--- config.mk ---
export PLATFORM = sky130hd
export DESIGN_NAME = riscv_mtimer
export DESIGN_NICKNAME = d
export VERILOG_FILES = /design/src/rtl/riscv_pkg.sv /design/src/rtl/riscv_prescaler.sv /design/src/rtl/riscv_mtimer.sv
export SDC_FILE = /design/constraint.sdc
export NUM_CORES = 1
export LEC_CHECK = 0
export ABC_AREA = 1
export CAP_MARGIN = 20
export CORE_MARGIN = 1
export CORE_UTILIZATION = 55
export CTS_CLUSTER_SIZE = 24
export DETAILED_ROUTE_END_ITERATION = 6
export GPL_TIMING_DRIVEN = 0
export PLACE_DENSITY = 0.85
export SKIP_LAST_GASP = 1
export SYNTH_ARGS = -nofsm -noshare
export SYNTH_HDL_FRONTEND = slang
export SYNTH_SLANG_ARGS = --single-unit
--- constraint.sdc ---
create_clock -name clk -period 1.9 [get_ports clk]
set_input_delay 0.285 -clock clk [delete_from_list [all_inputs] [get_ports clk]]
set_output_delay 0.285 -clock clk [all_outputs]
set_load 0.05 [all_outputs]
--- src/rtl/riscv_pkg.sv ---
// Shared constants for the memory-mapped machine timer and its bus decode.
package riscv_pkg;

  // Word offsets (addr[3:2]) inside the 16-byte timer window
  localparam logic [1:0] MTIMER_OFF_TIME_LO = 2'd0;
  localparam logic [1:0] MTIMER_OFF_TIME_HI = 2'd1;
  localparam logic [1:0] MTIMER_OFF_CMP_LO  = 2'd2;
  localparam logic [1:0] MTIMER_OFF_CMP_HI  = 2'd3;

  // dmem_op encoding: bit 2 selects store, [1:0] is the access size
  localparam int         DMEM_OP_STORE_BIT = 2;
  localparam logic [1:0] DMEM_SIZE_WORD    = 2'd3;

  // Compare value out of reset: never reached, so no interrupt until programmed
  localparam logic [63:0] MTIMECMP_RESET = 64'hFFFF_FFFF_FFFF_FFFF;

endpackage

--- src/rtl/riscv_prescaler.sv ---
// Divides count-enabled clk cycles down to one mtime tick every PRESCALE cycles.
module riscv_prescaler #(
  parameter int PRESCALE = 1
) (
  input  logic clk,
  input  logic rst,
  input  logic en,
  input  logic clear,
  output logic tick
);

  localparam int             W    = $clog2(PRESCALE + 1);
  localparam logic [W-1:0]   LAST = W'(PRESCALE - 1);

  logic [W-1:0] pc;

  assign tick = en & (pc == LAST);

  // Count enabled cycles; a software write to mtime restarts the period
  always_ff @(posedge clk or negedge rst) begin
    if (!rst)         pc <= '0;
    else if (clear)   pc <= '0;
    else if (en)      pc <= tick ? '0 : pc + 1'b1;
  end

endmodule

--- src/rtl/riscv_mtimer.sv ---
// Machine timer: 64-bit mtime/mtimecmp on the data bus with a level timer_irq.
module riscv_mtimer
  import riscv_pkg::*;
#(
  parameter logic [31:0] BASE_ADDR = 32'h0000_c000,
  parameter int          PRESCALE  = 1
) (
  input  logic        clk,
  input  logic        rst,
  input  logic        count_en,
  input  logic        bus_en,
  input  logic [2:0]  dmem_op,
  input  logic [31:0] addr,
  input  logic [31:0] wdata,
  output logic [31:0] rdata,
  output logic        sel,
  output logic        timer_irq
);

  logic        hit, is_st, wr, rd, tick;
  logic        wr_time_lo, wr_time_hi, wr_cmp_lo, wr_cmp_hi;
  logic [1:0]  off;
  logic [63:0] mtime, mtimecmp;
  logic [31:0] shadow_hi, rd_val;

  assign hit   = bus_en && (addr[31:4] == BASE_ADDR[31:4]) && (addr[1:0] == 2'b00) &&
                 (dmem_op[1:0] == DMEM_SIZE_WORD);
  assign is_st = dmem_op[DMEM_OP_STORE_BIT];
  assign wr    = hit & is_st;
  assign rd    = hit & ~is_st;
  assign off   = addr[3:2];

  assign wr_time_lo = wr && (off == MTIMER_OFF_TIME_LO);
  assign wr_time_hi = wr && (off == MTIMER_OFF_TIME_HI);
  assign wr_cmp_lo  = wr && (off == MTIMER_OFF_CMP_LO);
  assign wr_cmp_hi  = wr && (off == MTIMER_OFF_CMP_HI);

  riscv_prescaler #(.PRESCALE(PRESCALE)) u_presc (
    .clk   (clk),
    .rst   (rst),
    .en    (count_en),
    .clear (wr_time_lo | wr_time_hi),
    .tick  (tick)
  );

  // mtime: a software write beats a coincident tick and drops that increment
  always_ff @(posedge clk or negedge rst) begin
    if (!rst)            mtime <= '0;
    else if (wr_time_lo) mtime[31:0]  <= wdata;
    else if (wr_time_hi) mtime[63:32] <= wdata;
    else if (tick)       mtime <= mtime + 64'd1;
  end

  // mtimecmp: independent half writes, no atomicity
  always_ff @(posedge clk or negedge rst) begin
    if (!rst)           mtimecmp <= MTIMECMP_RESET;
    else if (wr_cmp_lo) mtimecmp[31:0]  <= wdata;
    else if (wr_cmp_hi) mtimecmp[63:32] <= wdata;
  end

  // Shadow of the upper half so a lo-then-hi read pair sees one 64-bit value
  always_ff @(posedge clk or negedge rst) begin
    if (!rst)                                    shadow_hi <= '0;
    else if (rd && (off == MTIMER_OFF_TIME_LO))  shadow_hi <= mtime[63:32];
    else if (wr_time_hi)                         shadow_hi <= wdata;
  end

  // Read mux; the hi half of mtime comes from the shadow, not the live count
  always_comb begin
    rd_val = '0;
    case (off)
      MTIMER_OFF_TIME_LO: rd_val = mtime[31:0];
      MTIMER_OFF_TIME_HI: rd_val = shadow_hi;
      MTIMER_OFF_CMP_LO:  rd_val = mtimecmp[31:0];
      MTIMER_OFF_CMP_HI:  rd_val = mtimecmp[63:32];
      default:            rd_val = '0;
    endcase
  end

  // Registered read port; idle cycles hold, stores drop the select
  always_ff @(posedge clk or negedge rst) begin
    if (!rst) begin
      rdata <= '0;
      sel   <= 1'b0;
    end else if (bus_en) begin
      if (is_st) begin
        sel <= 1'b0;
      end else if (rd) begin
        rdata <= rd_val;
        sel   <= 1'b1;
      end else begin
        rdata <= '0;
        sel   <= 1'b0;
      end
    end
  end

  // Level interrupt from the pre-edge register values
  always_ff @(posedge clk or negedge rst) begin
    if (!rst) timer_irq <= 1'b0;
    else      timer_irq <= (mtime >= mtimecmp);
  end

endmodule

Word-level counts from Yosys, hierarchy flattened
Index checks and enable logic that the tools add are counted.

operators by class
  $lt $le $gt $ge = 1
  bitwise operators = 8
  add/sub/neg operators = 2
  equality and inequality tests = 6
  mux-type cells = 13
  reductions and logical operators = 18

operators with widths
  cell                   count
  $mux 32                6
  $pmux 32 s4            1
  $add 64x1->64 const B  1
  $ge 64x64->1           1
  $mux 64                1
  $eq 28x12->1 const B   1
  $logic_and 1x1->1      8
  $reduce_and 2->1       4
  $reduce_bool 2->1      4
  $eq 2x2->1 const B     3
  $mux 1                 5
  $logic_not 2->1        2
  $not 1->1              4
  $and 1x1->1            3
  $eq 2x1->1 const B     1
  $ne 2x2->1 const B     1
  $add 1x1->1 const B    1
  $or 1x1->1             1

storage, ports and cells
  output and inout port bits = 34
  flip-flop bits (word level) = 195

Depth between registers and ports, before layout
Gate-level depths: netlist of the first run.

  word-level depth = 8
  depth in mapped cells = 14

Hierarchy
From an unflattened synthesis of the first run, not the netlist that was laid out.

second synthesis, totals
  cells, all modules = 1850
  area total of the unflattened synthesis = 12816.0 um^2

modules (own cells, without submodules)
  module           times used  area an instance (um^2)  cells each
  riscv_mtimer     1           12773.5                  1845
  riscv_prescaler  1           42.5                     5

Worst setup path after synthesis of the first run
No wires, ideal clock.

  path type = reg-to-reg
  from = register mtime[1]
  to = register mtime[32]
  setup time = 0.065 ns
  path buffers = 0
  clock period less this slack = 1.754 ns
  required time = 1.835 ns
  arrival = 1.690 ns
  slack = 0.146 ns
  stages on the path, launching flop included = 11
  path through = dfrtp_1 > ha_1 > nand3_1 > inv_2 > nand2_1 > nor2_1 > nand2_1 > xor2_1 > o21ai_0 > nand2_1 > nand2_1

on the way
  word-level cells in the longest chain between the ends = 3

ends and longest elaborated chain
  item                      RTL line            text
  start: declaration        riscv_mtimer.sv:23  logic [63:0] mtime, mtimecmp;
  start signal: assignment  riscv_mtimer.sv:49  else if (wr_time_lo) mtime[31:0] <= wdata;
  start signal: assignment  riscv_mtimer.sv:51  else if (tick) mtime <= mtime + 64'd1;
  $add 64x1->64             riscv_mtimer.sv:51
  $mux 64                   riscv_mtimer.sv:51
  $mux 32                   riscv_mtimer.sv:50  else if (wr_time_hi) mtime[63:32] <= wdata;

Every way passes these cells. The select of a mux whose other input is x is not followed.
A chain may end at the register's enable or synchronous reset.

Worst setup path in the final report of the first run
  from = register mtimecmp[31]
  to = register timer_irq

on the way
  word-level cells in the longest chain between the ends = 1

ends and longest elaborated chain
  item                      RTL line             text
  start: declaration        riscv_mtimer.sv:23
  start signal: assignment  riscv_mtimer.sv:57   else if (wr_cmp_lo) mtimecmp[31:0] <= wdata;
  $ge 64x64->1              riscv_mtimer.sv:101  else timer_irq <= (mtime >= mtimecmp);
  end signal: assignment    riscv_mtimer.sv:101
  end: declaration          riscv_mtimer.sv:17   output logic timer_irq

Every way passes these cells.

==> results of run 1 <==
[synthesized netlist by cell type (all sizes together) (28+ instances only)]
library cell  count  area (µm²)
inv             171         642
o22ai            32         200
dfstp            64        1680
nand2           633        2390
a21oi            40         200
a221oi           28         245
dfrtp           131        3280
ha               65         813
nand3           113         571
o21ai           190         951
clkbuf           35         131
buf              31         178
nor2            185         729
nand4            28         190
[registers in the layout (all words and copies together) (netlist names)]
name / count
u_presc.pc: 1
mtimecmp: 64
shadow_hi: 32
sel: 1
rdata: 32
timer_irq: 1
mtime: 64
[worst max path at each step]
stage | from | cells past startpoint | endpoint
after detailed placement | addr[3] | 6 | rdata[15]
final | mtimecmp[31] | 9 | timer_irq
after CTS | mtime[17] | 11 | mtime[58]
after global routing | mtimecmp[58] | 9 | timer_irq
after global placement | rst | 1 | rdata[22]
after floorplan | mtime[1] | 10 | mtime[32]
[power groups by stage]
stage                     registers, W  logic (W)  clock network (W)
after CTS                      0.00456    0.00171            0.00381
after floorplan                0.00452   0.000868                  0
after detailed placement       0.00463    0.00150                  0
final                          0.00458    0.00192            0.00385
after global placement         0.00463    0.00145                  0
after global routing           0.00458    0.00206            0.00395
[worst reg2reg max path, cell delays in order (launching register included)]
cell and delay [ps]:
dfstp_2 540, inv_1 70, ha_1 310, nand2_1 160, o21ai_0 170, a21o_1 270, a21oi_4 200, nand2_1 80
nand2_1 70, nand3_1 90
[timing repair]
action / in CTS / in global routing
resized for setup: 211 / 188
endpoints found under the setup margin: 186 / 194
pin swaps: 18 / 11
setup buffers: 19 / 37
endpoints found under the hold margin: 50 / 0
hold buffers: 1 / 0
gates cloned: 0 / 2
[layer usage]
| layer | part of all wire (%) | up-vias |
|---|---|---|
| li1 | - | 6283 |
| met1 | 38 | 6620 |
| met2 | 43 | 1081 |
| met3 | 13 | 247 |
| met4 | 6.0 | 0 |
| met5 | 0 | - |
[through the flow]
step,util [%],power [W]
5_1_grt,72.0,0.0106
3_3_place_gp,62.2,0.00608
4_1_cts,68.1,0.0101
6_report,72.0,0.0103
3_5_place_dp,62.3,0.00613
2_1_floorplan,-,0.00538
[cell families after synthesis]
family / after synthesis / synth area share, %
AOI/OAI and AO/OA: 293 / 12.8
xor gates and xnor gates: 31 / 2.14
adders and majority gates: 65 / 6.41
buffers and inverters: 238 / 7.52
DFF: 195 / 39.1
and+or+nand+nor: 987 / 32.1
[cell type report]
type                       count  area [µm²]
buffer                        65         543
clock buffer                  17         425
clock inverter                15         183
fill                        1773        6340
inverter                     172         664
multi-input combinational   1376        7510
sequential                   195        5020
tap                          285         357
timing repair buffer         163        1590
==> metrics.txt, run 1 <==
CP Buf/Inv Count 1; die area ~0.024 mm²; Clock Latency Late Sink ~470 ps; CP required 2240 ps; R2R depth 9; initial DRC count around 2k; die height roughly 150 µm; Fin. Hold Viols 0; Setup WS post-layout -177 ps; setup slack at placement -882 ps; fin crit period approximately 2100 ps; GR Layer Usage met2 66.9%; final net count around 2.1k; Final period util 109%; Starting Density a little under three fifths; Slew Viols, Final 0; Hold Path Class in -> async; DR vias around 14k; placed cell area around 0.014 mm²; DP HPWL 38.5 mm; DR WL/cell roughly 24 µm; first-pass GRT wire length 77.6 mm; H-tree depth 4; Core Area between 0.02 and 0.025 mm²; Syn Area/Cell ~7.0 µm²; critical path arrival around 2400 ps; Seq/Total Area, Yosys about two fifths; Mapped Area about 0.013 mm²; commonest cells after routing, fill and taps aside 599 x nand2_1, 153 x inv_1, 122 x nor2_1; Seq pwr share between 40% and 50%; Int Pwr roughly 0.0068 W; status finished with violations; Port-buffer cells 103; flops & latches, synth 195; GRT busiest layer met2; Area Growth Syn to Fin 28.4%; Yosys warning count 0; failing checks setup timing; slowest stage cell, crit path dfstp_2; VDD IR-drop max about 470 µV; reg2reg start mtimecmp[31]; Fmax achieved between 400 and 500 MHz; Post-route DRC 0; critical path class reg -> reg; clock skew about 18 ps; Clock power frac approximately 37%; global route overflow 0; CP top delay family compound AO/OA/AOI/OAI gates; CP startpoint kind register; worst relative slew slack 52.8%; CTS Buffer Depth 2; Antenna Nets Post-Route 0; Post-Syn Nets 1945; Yosys cell types 36; combinational share of power 18.5%; clk slew on worst S/H paths about 90 ps; # IOs ~110; WL final 54.3 mm; Critical Path Sink Type register; endpoints failing setup just over 50; Switching Share between 30 and 40%; root buf cell clkbuf_16; largest net degree at the start of global routing around 110; TritonRoute pass-1 iters 6; commonest non-fill, non-tap cell in the layout nand2_1; Max Cap Violations 0; met3 usage a little over a tenth; Most used DFF post-synth dfrtp_1; initial antenna violation count 0; NetSw between 0.003 and 0.004 W; Layout Cells excl Fill 2288; Post-Synthesis Cells between 1.5k and 2k; vias per inst ~6.2; overall routing resource usage between 40 and 50%; placer congestion estimate just over 1; worst-path fanout max 2; slew of the pin with the lowest slew margin 708 ps; design area 0.0163 mm²; global routing usage on met1 between 60% and 70%; unrepaired setup endpoints after global routing yes; Ant. Diodes 0; placed cells 2198; width of the die about 150 µm; TritonCTS clock tree built; cts bufs inserted 17; FF-to-FF setup slack -180 ps; CTS Sinks 195; hold_ws ~360 ps; reg2reg end timer_irq; PD cells between 600 and 700 mW/mm²; Largest stage delay, worst path about 540 ps; vias in the first global route about 13k; # rows between 50 and 60; most used cell, CP nand2_1; Lkg Pwr about 7.4 nW; Sum Neg Setup Slack -1640 ps; EDFF count, synth 0; critical path cell sequence inv_1 > ha_1 > nand2_1 > o21ai_0 > a21o_1 > a21oi_4 > nand2_1 > nand2_1 > nand3_1; ys async rst share 100%; share of post-route cells with drive strength above 1 a little over a fifth
Power figures use the tool's default switching activity.
==> run 2: changes to the inputs <==
--- a/config.mk
+++ b/config.mk
@@ -8,11 +8,11 @@
 export ABC_AREA = 1
 export CAP_MARGIN = 20
 export CORE_MARGIN = 1
-export CORE_UTILIZATION = 55
+export CORE_UTILIZATION = 39
 export CTS_CLUSTER_SIZE = 24
 export DETAILED_ROUTE_END_ITERATION = 6
 export GPL_TIMING_DRIVEN = 0
-export PLACE_DENSITY = 0.85
+export PLACE_DENSITY = 0.66
 export SKIP_LAST_GASP = 1
 export SYNTH_ARGS = -nofsm -noshare
 export SYNTH_HDL_FRONTEND = slang
==> run 2 against run 1 <==
  * The run still ends with setup timing left
  * Final area grew 4.0%
  * Combinational power grew 11%
  * Non-clock buffer count grew 36
  * Hold slack lost 69 ps
  * Via count shrank 2.8%
  * Clock skew shrank 1.5 ps
  * Critical endpoint unchanged
  * Largest cell class unchanged
  * Largest power group unchanged
==> metrics.txt, run 2 (same netlist as run 1, synthesis figures left out) <==
status finished with violations; failing checks setup timing; CP startpoint kind register; TritonCTS clock tree built; final core occ 53.3% (-19 points); fin crit period 2010 ps (-66.9 ps); placed cell area 0.0143 mm² (+1.5%); root buf cell clkbuf_16; reg2reg start mtime[17]; Slew Viols, Final 0 (unchanged); vias per inst 5.59 (-10%); setup slack at placement -910 ps (-28.2 ps); DR WL/cell 21.9 µm (-7.8%); CTS Buffer Depth 2 (unchanged); Port-buffer cells 103 (unchanged); Final period util 106% (-3.5 points); design area 0.0170 mm² (+4.0%); Core Area 0.0318 mm² (+40%); Ant. Diodes 0 (unchanged); Critical Path Sink Type register; critical path arrival 2320 ps (-90 ps); commonest cells after routing, fill and taps aside 581 x nand2_1, 154 x inv_1, 108 x nor2_1; initial DRC count 1539 (-24%); PD cells 607 mW/mm² (-4.2%); slew of the pin with the lowest slew margin 627 ps (-80.6 ps); cts bufs inserted 17 (unchanged); die area 0.0333 mm² (+40%); placer congestion estimate 0.960 (-5.0%); Starting Density 39.9% (-16 points); commonest non-fill, non-tap cell in the layout nand2_1; reg2reg end timer_irq; Setup WS post-layout -110 ps (+66.9 ps); Hold Path Class in -> async; slowest stage cell, crit path dfrtp_2; global route overflow 0 (unchanged); clock skew 16.2 ps (-1.52 ps); WL final 54.2 mm (-0.28%); CP required 2210 ps (-30 ps); die height 182 µm (+19%); Post-route DRC 0 (unchanged); largest net degree at the start of global routing 79 (-30%); share of post-route cells with drive strength above 1 25.4% (+4.3 points); DP HPWL 40.2 mm (+4.4%); VDD IR-drop max 644 µV (+38%); CTS Sinks 195 (unchanged); width of the die 182 µm (+19%); endpoints failing setup 3 (-94%); # IOs 105 (unchanged); critical path cell sequence buf_4 > ha_4 > a21oi_1 > o21ai_1 > nand2_2 > nand3_2 > a21oi_4 > nand2_1 > nand2_1 > nand3_2; worst-path fanout max 5 (+3); Largest stage delay, worst path 450 ps (-90 ps); final net count 2162 (+1.7%); overall routing resource usage 32.3% (-12 points); FF-to-FF setup slack -110 ps (+70 ps); H-tree depth 4 (unchanged); vias in the first global route 12.9k (-1.9%); worst relative slew slack 58.2% (+5.4 points); Area Growth Syn to Fin 33.6%; Lkg Pwr 7.70 nW (+4.0%); Clock Latency Late Sink 460 ps (about the same); # rows 65 (+18%); critical path class reg -> reg; first-pass GRT wire length 79.2 mm (+2.1%); Fin. Hold Viols 0 (unchanged); Fmax achieved 498 MHz (+3.3%); clk slew on worst S/H paths 80 ps (about the same); R2R depth 10 (+1); TritonRoute pass-1 iters 6 (unchanged); unrepaired setup endpoints after global routing yes; Max Cap Violations 0 (unchanged); Antenna Nets Post-Route 0 (unchanged); DR vias 13.8k (-2.8%); initial antenna violation count 0 (unchanged); biggest regs mtime: 64 flops, mtimecmp: 64 flops
## run 2: final cells by class
cell class	count	area, µm²
plain buffers	64	487
clock buffers	18	439
clock inverters	14	118
fillers	3073	14800
inverters	172	659
multi-input cells	1376	7750
flip-flops and latches	195	5030
well taps	435	544
repair buffers	200	1930
## run 2: what timing repair did
action | CTS | global route
setup endpoints to repair | 189 | 209
gates cloned | 0 | 2
hold buffers | 1 | 0
gates resized for setup | 207 | 256
pin swaps | 23 | 29
buffers inserted | 27 | 65
endpoints found under the hold margin | 25 | 0
## run 2: stage by stage
step	power, W	TNS (ps)	instances	hold slack (ps)
floorplan	0.00538	0	1809	-10.6
global placement	0.00613	-1487900	2347	460
detailed placement	0.00617	-118890	2349	191
CTS	0.0100	-586	2408	300
global route	0.0107	-1370	2474	316
finish	0.0103	-204	2474	292
## run 2: power by group
| part | leakage, nW | internal, W | switching, W |
|---|---|---|---|
| clock network | 0.271 | 0.00175 | 0.00184 |
| registers | 2.35 | 0.00430 | 0.000279 |
| logic | 5.07 | 0.000893 | 0.00124 |
## run 2: worst max-delay path by stage
stage / from / to / cells past startpoint / slack (ps)
2_1_floorplan: mtime[1] / mtime[32] / 10 / 150
6_report: mtime[17] / timer_irq / 10 / -110
3_5_place_dp: addr[3] / rdata[8] / 6 / -910
3_3_place_gp: rst / rdata[22] / 1 / -7920
4_1_cts: mtime[13] / mtime[54] / 10 / -120
5_1_grt: mtime[20] / mtime[54] / 10 / -140
## run 2: per-layer routing
layer | part of all wire, % | vias to the layer above | GRT usage, %
met4 | 4.3 | 0 | 14.7
li1 | - | 6327 | -
met2 | 43 | 743 | 48.5
met5 | 0 | - | 0
met1 | 43 | 6630 | 44.3
met3 | 10 | 126 | 7.34
## run 2: critical path, delay by kind of cell (launching register included)
family / cells / cell delay, ps
DFF: 1 / 450
adders and majority gates: 1 / 240
AOI/OAI and AO/OA: 3 / 490
and+or+nand+nor: 5 / 510
buffers and inverters: 1 / 170
